**src/rtl/in_service_ctrl_if.sv**
```systemverilog
`default_nettype none
// ---------------------------------------------------------------------------
// in_service_ctrl_if : command/status bundle between PIC control and tracker
// Rev 1.0
// ---------------------------------------------------------------------------
interface in_service_ctrl_if #(
  parameter int NUM_LEVELS = 8,
  parameter int LEVEL_W    = $clog2(NUM_LEVELS)
);
  logic                  ack_valid;
  logic [LEVEL_W-1:0]    ack_level;
  logic                  auto_eoi;
  logic                  auto_rotate;
  logic                  eoi_valid;
  logic                  eoi_specific;
  logic                  eoi_rotate;
  logic [LEVEL_W-1:0]    eoi_level;
  logic                  set_priority_valid;
  logic [LEVEL_W-1:0]    set_priority_level;
  logic                  special_mask_mode;
  logic [NUM_LEVELS-1:0] interrupt_mask;
  logic [NUM_LEVELS-1:0] in_service_register;
  logic [NUM_LEVELS-1:0] highest_level_in_service;
  logic [LEVEL_W-1:0]    lowest_priority;
  logic                  eoi_error;

  modport master (
    output ack_valid, ack_level, auto_eoi, auto_rotate,
           eoi_valid, eoi_specific, eoi_rotate, eoi_level,
           set_priority_valid, set_priority_level,
           special_mask_mode, interrupt_mask,
    input  in_service_register, highest_level_in_service,
           lowest_priority, eoi_error
  );

  modport slave (
    input  ack_valid, ack_level, auto_eoi, auto_rotate,
           eoi_valid, eoi_specific, eoi_rotate, eoi_level,
           set_priority_valid, set_priority_level,
           special_mask_mode, interrupt_mask,
    output in_service_register, highest_level_in_service,
           lowest_priority, eoi_error
  );
endinterface
`default_nettype wire

```
**src/rtl/in_service_ctrl.sv**
```systemverilog
`default_nettype none
// ---------------------------------------------------------------------------
// in_service_ctrl : in-service register and rotating priority for NUM_LEVELS
// Rev 1.0
// ---------------------------------------------------------------------------
module in_service_ctrl #(
  parameter int NUM_LEVELS = 8,
  parameter int LEVEL_W    = $clog2(NUM_LEVELS)
) (
  input  wire logic         clock,
  input  wire logic         reset,
  in_service_ctrl_if.slave  bus
);
  localparam logic [LEVEL_W:0] c_NUM_LEVELS = (LEVEL_W+1)'(NUM_LEVELS);

  logic [NUM_LEVELS-1:0] isr_q, isr_d;
  logic [LEVEL_W-1:0]    lp_q, lp_d;
  logic                  err_q, err_d;

  logic [NUM_LEVELS-1:0] w_eligible;
  logic [NUM_LEVELS-1:0] w_highest;
  logic [LEVEL_W-1:0]    w_hi_lvl;
  logic                  w_hi_found;
  logic                  w_ack_ok;
  logic                  w_eoi_ok;
  logic                  w_sp_ok;

  assign w_eligible = isr_q & (bus.special_mask_mode ? ~bus.interrupt_mask
                                                     : {NUM_LEVELS{1'b1}});
  assign w_ack_ok   = {1'b0, bus.ack_level} < c_NUM_LEVELS;
  assign w_eoi_ok   = {1'b0, bus.eoi_level} < c_NUM_LEVELS;
  assign w_sp_ok    = {1'b0, bus.set_priority_level} < c_NUM_LEVELS;

  // Walk levels from lowest_priority+1 with wrap; the first eligible one wins.
  always_comb begin : p_resolve
    logic [LEVEL_W:0] idx;
    idx        = '0;
    w_hi_found = 1'b0;
    w_hi_lvl   = '0;
    for (int i = 0; i < NUM_LEVELS; i++) begin
      idx = {1'b0, lp_q} + (LEVEL_W+1)'(i + 1);
      if (idx >= c_NUM_LEVELS) idx = idx - c_NUM_LEVELS;
      if (!w_hi_found && w_eligible[idx[LEVEL_W-1:0]]) begin
        w_hi_found = 1'b1;
        w_hi_lvl   = idx[LEVEL_W-1:0];
      end
    end
  end

  always_comb begin : p_onehot
    w_highest = '0;
    if (w_hi_found) w_highest[w_hi_lvl] = 1'b1;
  end

  always_comb begin : p_next
    logic               eoi_rot;
    logic [LEVEL_W-1:0] eoi_rot_lvl;
    isr_d       = isr_q;
    lp_d        = lp_q;
    err_d       = 1'b0;
    eoi_rot     = 1'b0;
    eoi_rot_lvl = '0;

    if (bus.eoi_valid) begin
      if (bus.eoi_specific) begin
        if (!w_eoi_ok) begin
          err_d = 1'b1;
        end else begin
          err_d                 = ~isr_q[bus.eoi_level];
          isr_d[bus.eoi_level]  = 1'b0;
          eoi_rot               = bus.eoi_rotate;
          eoi_rot_lvl           = bus.eoi_level;
        end
      end else if (!w_hi_found) begin
        err_d = 1'b1;
      end else begin
        isr_d[w_hi_lvl] = 1'b0;
        eoi_rot         = bus.eoi_rotate;
        eoi_rot_lvl     = w_hi_lvl;
      end
    end

    // Ack lands after the EOI clear so a same-level pair leaves the bit set.
    if (bus.ack_valid && w_ack_ok && !bus.auto_eoi) isr_d[bus.ack_level] = 1'b1;

    if (eoi_rot)
      lp_d = eoi_rot_lvl;
    else if (bus.ack_valid && w_ack_ok && bus.auto_eoi && bus.auto_rotate)
      lp_d = bus.ack_level;
    else if (bus.set_priority_valid && w_sp_ok)
      lp_d = bus.set_priority_level;
  end

  always_ff @(posedge clock) begin
    if (reset) begin
      isr_q <= '0;
      lp_q  <= LEVEL_W'(NUM_LEVELS - 1);
      err_q <= 1'b0;
    end else begin
      isr_q <= isr_d;
      lp_q  <= lp_d;
      err_q <= err_d;
    end
  end

  assign bus.in_service_register      = isr_q;
  assign bus.highest_level_in_service = w_highest;
  assign bus.lowest_priority          = lp_q;
  assign bus.eoi_error                = err_q;

endmodule
`default_nettype wire
```
**src/flat_wrapper.sv**
```systemverilog
// flat-port wrapper written by rule: the top's interface ports become plain ports
module in_service_ctrl_flat 
#(
  parameter int NUM_LEVELS = 8,
  parameter int LEVEL_W    = $clog2(NUM_LEVELS)
)
  (clock, reset, bus_ack_valid, bus_ack_level, bus_auto_eoi, bus_auto_rotate, bus_eoi_valid, bus_eoi_specific, bus_eoi_rotate, bus_eoi_level, bus_set_priority_valid, bus_set_priority_level, bus_special_mask_mode, bus_interrupt_mask, bus_in_service_register, bus_highest_level_in_service, bus_lowest_priority, bus_eoi_error);
  in_service_ctrl_if #(.NUM_LEVELS(NUM_LEVELS), .LEVEL_W(LEVEL_W)) bus_i ();
  input  wire logic clock;
  input  wire logic reset;
  input wire logic [$bits(bus_i.ack_valid)-1:0] bus_ack_valid;
  input wire logic [$bits(bus_i.ack_level)-1:0] bus_ack_level;
  input wire logic [$bits(bus_i.auto_eoi)-1:0] bus_auto_eoi;
  input wire logic [$bits(bus_i.auto_rotate)-1:0] bus_auto_rotate;
  input wire logic [$bits(bus_i.eoi_valid)-1:0] bus_eoi_valid;
  input wire logic [$bits(bus_i.eoi_specific)-1:0] bus_eoi_specific;
  input wire logic [$bits(bus_i.eoi_rotate)-1:0] bus_eoi_rotate;
  input wire logic [$bits(bus_i.eoi_level)-1:0] bus_eoi_level;
  input wire logic [$bits(bus_i.set_priority_valid)-1:0] bus_set_priority_valid;
  input wire logic [$bits(bus_i.set_priority_level)-1:0] bus_set_priority_level;
  input wire logic [$bits(bus_i.special_mask_mode)-1:0] bus_special_mask_mode;
  input wire logic [$bits(bus_i.interrupt_mask)-1:0] bus_interrupt_mask;
  output wire logic [$bits(bus_i.in_service_register)-1:0] bus_in_service_register;
  output wire logic [$bits(bus_i.highest_level_in_service)-1:0] bus_highest_level_in_service;
  output wire logic [$bits(bus_i.lowest_priority)-1:0] bus_lowest_priority;
  output wire logic [$bits(bus_i.eoi_error)-1:0] bus_eoi_error;
  assign bus_i.ack_valid = bus_ack_valid;
  assign bus_i.ack_level = bus_ack_level;
  assign bus_i.auto_eoi = bus_auto_eoi;
  assign bus_i.auto_rotate = bus_auto_rotate;
  assign bus_i.eoi_valid = bus_eoi_valid;
  assign bus_i.eoi_specific = bus_eoi_specific;
  assign bus_i.eoi_rotate = bus_eoi_rotate;
  assign bus_i.eoi_level = bus_eoi_level;
  assign bus_i.set_priority_valid = bus_set_priority_valid;
  assign bus_i.set_priority_level = bus_set_priority_level;
  assign bus_i.special_mask_mode = bus_special_mask_mode;
  assign bus_i.interrupt_mask = bus_interrupt_mask;
  assign bus_in_service_register = bus_i.in_service_register;
  assign bus_highest_level_in_service = bus_i.highest_level_in_service;
  assign bus_lowest_priority = bus_i.lowest_priority;
  assign bus_eoi_error = bus_i.eoi_error;
  in_service_ctrl #(.NUM_LEVELS(NUM_LEVELS), .LEVEL_W(LEVEL_W)) u_core (.clock(clock), .reset(reset), .bus(bus_i));
endmodule
```
**config.mk**
```make
export PLATFORM = sky130hd
export DESIGN_NAME = in_service_ctrl_flat
export DESIGN_NICKNAME = d
export VERILOG_FILES = /design/src/rtl/in_service_ctrl_if.sv /design/src/rtl/in_service_ctrl.sv /design/src/flat_wrapper.sv
export SDC_FILE = /design/constraint.sdc
export NUM_CORES = 1
export LEC_CHECK = 0
export BUFFER_PORTS_ARGS = -buffer_cell sky130_fd_sc_hd__buf_2
export CAP_MARGIN = 20
export CORE_UTILIZATION = 55
export CTS_BUF_LIST = sky130_fd_sc_hd__clkbuf_8
export DETAILED_ROUTE_END_ITERATION = 10
export PLACE_DENSITY = 0.83
export SLEW_MARGIN = 40
export SYNTH_ARGS = -nofsm -noshare
export SYNTH_HDL_FRONTEND = slang
export SYNTH_SLANG_ARGS = --single-unit
```
**constraint.sdc**
```tcl
create_clock -name clock -period 5.4 [get_ports clock]
set_clock_uncertainty 0.15 [all_clocks]
set_input_delay 1.35 -clock clock [delete_from_list [all_inputs] [get_ports clock]]
set_output_delay 1.35 -clock clock [all_outputs]
set_load 0.005 [all_outputs]
```
### After elaboration in Yosys (flattened, before gate mapping)

Index checks and enable logic that the tools add are counted.

* output and inout bits: 20
* word-level logic and storage cells: 138
* input port bits: 27
* bits in registers: 12

* mux-type cells: 65
* reductions and logical operators: 23
* order comparisons: 22
* bitwise operators: 9
* add/subtract/negate cells: 16

Operators with widths (count)
* $mux 3: 22
* $mux 8: 6
* $lt 3x4->1 const B: 11
* $ge 4x4->1 const B: 8
* $bmux 1 s3: 9
* $mux 1: 25
* $and 8x8->8: 3
* $not 8->8: 3
* $sub 3x1->3 const B: 8
* $add 3x3->4 const B: 4
* $logic_and 1x1->1: 13
* $demux 1 s3: 3
* $ge 3x1->1 const B: 3
* $add 3x2->4 const B: 2
* $logic_not 1->1: 8
* $or 8x8->8: 1
* $add 3x1->4 const B: 1
* $add 3x4->4 const B: 1
* $reduce_bool 3->1: 1
* $not 1->1: 2
* $reduce_or 2->1: 1

### Depth between registers and ports, before layout

Gate-level depths: netlist of the first run.

* word-level depth: 38
* mapped depth: 12
* depth with buffers taken out: 10

### Least setup slack after synthesis of the first run

Ideal clock, no wire load.

* path kind: in2out
* start: in bus_interrupt_mask[6]
* end: out bus_highest_level_in_service[4]
* stages on the path: 9
* arrival: 3467 ps
* required time: 3900 ps
* path buffers: 1
* setup slack: 433 ps
* cell sequence: a21boi_1 -> mux2_4 -> mux4_2 -> or4_1 -> buf_2 -> nor4b_2 -> o21ai_2 -> nand2b_1 -> nor2_1

* longest elaborated chain between the ends: 32
* elaborated cells between the ends (all ways): 55
* those cells by class: order compare (2); mux (36); bitwise (2); reduce/logical (15)

RTL lines
* start, declared: line flat_wrapper.sv:22 `input wire logic [$bits(bus_i.interrupt_mask)-1:0] bus_interrupt_mask;`
* $not 8->8 (*): line in_service_ctrl.sv:28 `assign w_eligible = isr_q & (bus.special_mask_mode ? ~bus.interrupt_mask`
* $mux 8 (*): line in_service_ctrl.sv:28
* $and 8x8->8 (*): line in_service_ctrl.sv:28
* $bmux 1 s3: line in_service_ctrl.sv:43 `if (!w_hi_found && w_eligible[idx[LEVEL_W-1:0]]) begin`
* $mux 1 (not written as such): line in_service_ctrl.sv:43
* $mux 1: line in_service_ctrl.sv:43
* $logic_not 1->1: line in_service_ctrl.sv:43
* $logic_and 1x1->1: line in_service_ctrl.sv:43
* [16 not listed]
* $logic_not 1->1: line in_service_ctrl.sv:43
* $logic_and 1x1->1: line in_service_ctrl.sv:43
* $mux 3: line in_service_ctrl.sv:43
* $lt 3x4->1 (not written as such) or $ge 3x1->1 (tied branches): line in_service_ctrl.sv:52 `if (w_hi_found) w_highest[w_hi_lvl] = 1'b1;`
* $logic_and 1x1->1 (not written as such): line in_service_ctrl.sv:52
* $mux 1 (not written as such): line in_service_ctrl.sv:52
* $demux 1 s3
* $mux 8 (*): line in_service_ctrl.sv:52
* end, declared: line flat_wrapper.sv:24 `output wire logic [$bits(bus_i.highest_level_in_service)-1:0] bus_highest_level_in_service;`

Mark *: on every way between the ends. The rest lies on a longest branch, timed or not. The select of a mux whose other input is x is not followed.

### Worst setup path in the final report of the first run

* start: in bus_special_mask_mode
* end: out bus_highest_level_in_service[2]

* longest elaborated chain between the ends: 31
* elaborated cells between the ends (all ways): 54
* those cells by class: order compare (2); mux (36); bitwise (1); reduce/logical (15)

RTL lines
* start, declared: line flat_wrapper.sv:21 `input wire logic [$bits(bus_i.special_mask_mode)-1:0] bus_special_mask_mode;`
* $mux 8 (*): line in_service_ctrl.sv:28
* $and 8x8->8 (*): line in_service_ctrl.sv:28
* $bmux 1 s3: line in_service_ctrl.sv:43
* $mux 1 (not written as such): line in_service_ctrl.sv:43
* $mux 1: line in_service_ctrl.sv:43
* $logic_not 1->1: line in_service_ctrl.sv:43
* $logic_and 1x1->1: line in_service_ctrl.sv:43
* $mux 1: line in_service_ctrl.sv:43
* [15 not listed]
* $logic_not 1->1: line in_service_ctrl.sv:43
* $logic_and 1x1->1: line in_service_ctrl.sv:43
* $mux 3: line in_service_ctrl.sv:43
* $lt 3x4->1 (not written as such) or $ge 3x1->1 (tied branches): line in_service_ctrl.sv:52
* $logic_and 1x1->1 (not written as such): line in_service_ctrl.sv:52
* $mux 1 (not written as such): line in_service_ctrl.sv:52
* $demux 1 s3
* $mux 8 (*): line in_service_ctrl.sv:52

Marked as above.

==> qor.csv, run 1 <==
stage;metric;value;unit
clocking;clk_latency;0.24;ns
place;place_congestion;0.942;
sta;holdWs;0.420;ns
route;detail-route-antenna-nets;0;
sta;hold_violations;0;
clocking;clkTransAtPathRegs;0.06;ns
sta;relSlewSlack;45.9;%
power;leakagePower;0.000980;µW
floorplan;fp.dieArea;0.00350;mm²
floorplan;ios;47;
power;max-vdd-ir-drop;0.164;mV
run_status;status;complete, but fails checks;
clocking;cts_buffers;3;
floorplan;initial_core_util;58.5;%
route;detail_route.iter0.violations;293;
route;drt_wl_total;6.30;mm
synthesis;syn_area;0.00180;mm²
sta;fin_ws;0.0734;ns
place;dp_slack;-0.0395;ns
power;clock_power_share;19.5;%
route;dr_total_vias;2132;
route;drc;1;
synthesis;synth_cell_type_count;57;
place;portBuffers;46;
critical_path;worstPathRequired;3.90;ns
clocking;cts_root_buf;clkbuf_8;
min_path;worstHoldPathType;flop to flop;
sta;slew_viol_final;0;
sta;worstMarginPinSlew;0.806;ns
route;wire_per_inst;20.5;µm
global_route;grtUsageTotal;35.9;%
critical_path;path_class;primary input to output pin;
clocking;ctsHtreeMaxLevel;1;
power;switching_share;42.5;%
layout;diodes;0;
synthesis;synth_flop_cell;dfxtp_1;
route;drtPass1Iterations;8;
sta;tns;0;ns
global_route;grt_max_degree;18;
floorplan;core_area;0.00308;mm²
critical_path;end_kind;output pin;
power;combPwrFrac;60.4;%
layout;drive_gt1_share;40.7;%
power;intPower;297;µW
critical_path;cp_max_fo;9;
synthesis;ys_ff_latch;12;
power;power_frac_seq;20.1;%
global_route;antenna_found_initial;0;
critical_path;worst_ep_arrival_time;3.83;ns
flow_run;maxCapViolCount;0;
run_status;failed_checks;design-rule violations;
sta;period_share;98.6;%
min_path;hp-start;u_core.bus.in_service_register[6];
sta;rsz0062_at_grt;true;
synthesis;synth_seq_area_share;13.4;%
synthesis;synth_edf_count;0;
synthesis;syn_inst;209;
clocking;cts_sinks;12;
global_route;grt_pass1_wl;9.47;mm
sta;min_period;5.33;ns
layout;design_area;0.00230;mm²
sta;finalSetupViolCount;0;
sta;fmax;188;MHz
layout;nets;293;
synthesis;async_flop_share;0;%
critical_path;reg2reg_from;u_core.bus.lowest_priority[1];
power;p_per_area;225;mW/mm²
place;dp_hpwl;4.38;mm
clocking;cts_tree;done;
global_route;first_global_vias;1939;
floorplan;die_h;59.2;µm
critical_path;r2r_cells;10;
global_route;grt_overflow;0;
layout;area_delta_synth_final;27.8;%
floorplan;rows;20;
synthesis;syn_nets;238;
critical_path;crit_path_start;bus_special_mask_mode;
place;dpl_cell_area;0.00213;mm²
critical_path;worstSetupStartpointType;primary input;
clocking;cts_buffer_depth;2;
floorplan;die_w;59.2;µm
route;viasPerCell;6.94;
min_path;hold_depth;2;
synthesis;ys_warn_count;0;
synthesis;syn_avg_cell_area;8.61;µm²
power;switching_power;220;µW
[routing by layer]
layer | vias to the layer above | routed length [µm] | share of wire, % | global-route usage, %
met4 | 0 | 142 | 2.3 | 8.16
met1 | 978 | 2400 | 38 | 49.9
met2 | 189 | 2980 | 47 | 58.4
met3 | 16 | 773 | 12 | 5.68
met5 | - | 0 | 0 | 0
li1 | 949 | - | - | -
[cells in the mapped netlist, types with 6 or more instances]
cell type  number  area, µm²
nor2_1         20       75.1
nand2b_1       10       62.6
o22ai_1         7       43.8
dfxtp_1        12        240
clkbuf_1        6       22.5
a22oi_1         7       52.6
nand2_1        10       37.5
o21ai_0         8       40.0
mux2i_1        15        150
a21boi_1        8       60.1
mux4_2         13        293
a21oi_1        10       50.1
[cell type report]
type                            count  area (µm²)
Tap cell                           44        55.1
Multi-Input combinational cell    181        1590
Timing Repair Buffer               60         342
Sequential cell                    12         240
Fill cell                         227         778
Inverter                            6        22.5
Clock buffer                        4        55.1
[state kept, by name (all words and copies together), names as in the netlist]
| register | count |
|---|---|
| u_core.bus.lowest_priority | 3 |
| u_core.bus.in_service_register | 8 |
| u_core.bus.eoi_error | 1 |
[through the flow]
step,total power (µW),utilization (%),cells
2_1_floorplan,285,-,209
3_3_place_gp,379,69.1,300
3_5_place_dp,380,69.1,300
4_1_cts,486,71.2,304
5_1_grt,541,74.7,307
6_report,516,74.7,307
[power by group through the flow]
stage	Sequential [µW]	Combinational, µW	Clock (µW)
floorplan	103	182	0
global placement	106	273	0
detailed placement	105	275	0
CTS	103	282	100
global route	105	330	106
finish	104	312	101
[worst max-delay path, cell delays in order]
cell	delay (ns)
buf_6	0.13
a21boi_2	0.08
mux2_4	0.31
buf_4	0.14
mux4_2	0.46
or3_4	0.47
nor3b_2	0.29
o22ai_1	0.22
nand3_1	0.18
nor2_1	0.05
buf_2	0.13
[cell families (layout without fill, tap and decap cells)]
kind of cell             count (synthesis)  in the layout  synth area share [%]
buffers and inverters                   16             70                  3.48
AO/OA/AOI/OAI                           79             79                  32.4
AND/OR/NAND/NOR                         62             62                  18.6
flip-flops                              12             12                  13.4
XOR/XNOR                                 2              2                 0.974
multiplexers                            36             36                  29.8
adder cells (fa/ha/maj)                  2              2                  1.39
[placed cells by master (no fill, tap or decap), types with 5 or more instances in the layout]
cell      count
a21boi_2      8
a21oi_1      10
a22oi_1       7
buf_2        45
buf_4        14
dfxtp_1      12
mux2i_1      15
mux4_2       13
nand2_1      10
nand2b_1      8
nor2_1       19
o21ai_0       8
o22ai_1       7
o31a_1        5
[path summary, 6_finish.rpt]
| path | to | slack, ns |
|---|---|---|
| worst min register to register | u_core.bus.in_service_register[6] | 0.42 |
| worst min-delay path | u_core.bus.in_service_register[6] | 0.42 |
| worst max register to register | u_core.bus.in_service_register[7] | 1.37 |
| worst max-delay path | bus_highest_level_in_service[2] | 0.07 |
[what timing repair did]
| item | CTS | global route |
|---|---|---|
| cloned | 0 | 0 |
| hold endpoints to repair | 0 | 0 |
| hold buffers | 0 | 0 |
| setup buffers | 0 | 3 |
| pin swaps | 0 | 3 |
| resized for setup | 2 | 21 |
| setup endpoints to repair | 7 | 8 |
No activity file was read; power rests on OpenSTA's default activity.
==> inputs of run 2 (changes only) <==
--- a/config.mk
+++ b/config.mk
@@ -11,6 +11,7 @@
 export CTS_BUF_LIST = sky130_fd_sc_hd__clkbuf_8
 export DETAILED_ROUTE_END_ITERATION = 10
 export PLACE_DENSITY = 0.83
+export RECOVER_POWER = 50
 export SLEW_MARGIN = 40
 export SYNTH_ARGS = -nofsm -noshare
 export SYNTH_HDL_FRONTEND = slang
==> qor.csv, run 2 (synthesis gave the netlist of run 1 again) <==
stage;metric;value;unit;change
power;leakagePower;0.000967;µW;was 0.000980 µW
clocking;cts_tree;done;;unchanged
power;combPwrFrac;60.3;%;was 60.4%
global_route;first_global_vias;1939;;unchanged
global_route;grtUsageTotal;35.9;%;unchanged
sta;slew_viol_final;0;;unchanged
clocking;cts_sinks;12;;unchanged
route;viasPerCell;7.02;;was 6.94
min_path;hold_end;u_core.bus.in_service_register[6];;unchanged
route;drtPass1Iterations;5;;was 8
power;power_frac_seq;20.2;%;was 20.1%
critical_path;end_kind;output pin;;unchanged
global_route;grt_max_degree;18;;unchanged
floorplan;core_area;0.00308;mm²;unchanged
route;drc;0;;was 1
critical_path;cp_max_fo;9;;unchanged
critical_path;r2r-end;u_core.bus.in_service_register[7];;unchanged
layout;nets;293;;unchanged
critical_path;reg2reg_setup_slack;1.38;ns;was 1.37 ns
global_route;grt_pass1_wl;9.47;mm;unchanged
critical_path;worst_ep_arrival_time;3.83;ns;about the same
layout;final_common_cell;buf_2;;unchanged
power;switching_share;42.6;%;was 42.5%
floorplan;initial_core_util;58.5;%;unchanged
sta;hold_violations;0;;unchanged
global_route;grt_busiest_layer;met2;;unchanged
critical_path;worstPathRequired;3.90;ns;about the same
flow_run;maxCapViolCount;0;;unchanged
sta;rsz0062_at_grt;true;;unchanged
floorplan;fp.dieArea;0.00350;mm²;unchanged
place;place_congestion;0.942;;unchanged
place;portBuffers;46;;unchanged
layout;largest_reg_flops;8;;unchanged
layout;regArea;240;µm²;unchanged
sta;fmax;188;MHz;about the same
layout;diodes;0;;unchanged
place;dp_hpwl;4.38;mm;unchanged
clocking;cts_buffer_depth;2;;unchanged
sta;finalSetupViolCount;0;;unchanged
global_route;met3_usage;5.68;%;unchanged
min_path;worstHoldPathType;flop to flop;;unchanged
layout;multi_input_area;0.00159;mm²;unchanged
clocking;ctsHtreeMaxLevel;1;;unchanged
sta;worstMarginPinSlew;0.794;ns;was 0.806 ns
global_route;met1_usage;49.9;%;unchanged
power;p_per_area;225;mW/mm²;about the same
power;total_power;516;µW;about the same
min_path;hold_depth;2;;unchanged
route;detail-route-antenna-nets;0;;unchanged
sta;relSlewSlack;46.7;%;was 45.9%
run_status;status;completed;;was complete, but fails checks
clocking;cts_root_buf;clkbuf_8;;unchanged
floorplan;die_h;59.2;µm;unchanged
layout;final_core_util;74.5;%;was 74.7%
power;max-vdd-ir-drop;0.164;mV;about the same
min_path;hp-start;u_core.bus.in_service_register[6];;unchanged
layout;area_delta_synth_final;27.4;%;was 27.8%
power;clock_power_share;19.5;%;about the same
sta;period_share;98.7;%;was 98.6%
layout;most-common-layout-cells;42 x buf_2, 19 x nor2_1, 15 x mux2i_1;;was 45 x buf_2, 19 x nor2_1, 15 x mux2i_1
route;dr_total_vias;2155;;was 2132
power;switching_power;220;µW;about the same
sta;min_period;5.33;ns;about the same
critical_path;r2r_cells;10;;unchanged
clocking;cts_buffers;3;;unchanged
route;wire_per_inst;20.6;µm;was 20.5 µm
floorplan;die_w;59.2;µm;unchanged
route;drt_wl_total;6.32;mm;was 6.30 mm
critical_path;reg2reg_from;u_core.bus.lowest_priority[1];;unchanged
global_route;grt_overflow;0;;unchanged
route;detail_route.iter0.violations;288;;was 293
clocking;clk_latency;0.24;ns;about the same
global_route;use_met2;58.4;%;unchanged
critical_path;worstSetupStartpointType;primary input;;unchanged
layout;drive_gt1_share;39.2;%;was 40.7%
clocking;clkTransAtPathRegs;0.06;ns;about the same
critical_path;path_class;primary input to output pin;;unchanged
floorplan;ios;47;;unchanged
global_route;antenna_found_initial;0;;unchanged
layout;nFillCells;229;;was 227
power;intPower;296;µW;was 297 µW
floorplan;rows;20;;unchanged
[run 2: area by class of cell]
class | count | area share [%]
multi-input cells | 181 | 69.2
flip-flops and latches | 12 | 10.5
well taps | 44 | 2.40
repair buffers | 60 | 14.6
inverters | 6 | 0.983
clock buffers | 4 | 2.40
[run 2: worst max-delay path, stage by stage]
cell and delay, ns:
buf_6 0.13, a21boi_2 0.08, mux2_4 0.31, buf_4 0.14
mux4_2 0.46, or3_4 0.47, nor3b_2 0.29, o22ai_1 0.23
nand3_1 0.18, nor2_1 0.05, buf_2 0.13
[run 2: what timing repair did]
action / CTS / global route
hold buffers: 0 / 0
resized for setup: 2 / 21
setup buffers: 0 / 3
setup endpoints to repair: 7 / 8
pin swaps: 0 / 3
[run 2: power groups by stage]
stage / sequential [µW] / clock (µW) / combinational (µW)
after floorplan: 103 / 0 / 182
after global placement: 106 / 0 / 273
after detailed placement: 105 / 0 / 275
after CTS: 103 / 100 / 282
after global routing: 105 / 106 / 329
final: 104 / 101 / 311
[run 2: through the flow]
stage          instance area, µm²  setup TNS (ns)  instances  worst slack (ns)  hold slack, ns
6_report                     2290               0        307            0.0706           0.438
5_1_grt                      2290         -0.0528        307           -0.0210           0.447
4_1_cts                      2190               0        304            0.0304           0.403
3_5_place_dp                 2130          -0.136        300           -0.0395           0.392
3_3_place_gp                 2130               0        300           0.00100           0.386
2_1_floorplan                1800               0        209             0.433           0.352
[run 2: per-layer routing]
metal	part of all wire, %	up-vias	wire length, µm
li1	-	947	-
met1	38	1005	2420
met2	47	182	2950
met3	12	21	771
met4	2.7	0	172
met5	0	-	0
[run 2: worst max path at each step]
stage / startpoint / cells after the start / end / slack [ns]
floorplan: bus_interrupt_mask[6] / 9 / bus_highest_level_in_service[4] / 0.43
global route: bus_special_mask_mode / 10 / bus_highest_level_in_service[4] / -0.02
global placement: bus_special_mask_mode / 10 / bus_highest_level_in_service[5] / 0.001
CTS: bus_special_mask_mode / 10 / bus_highest_level_in_service[6] / 0.03
finish: bus_special_mask_mode / 11 / bus_highest_level_in_service[2] / 0.07
detailed placement: bus_special_mask_mode / 10 / bus_highest_level_in_service[6] / -0.04
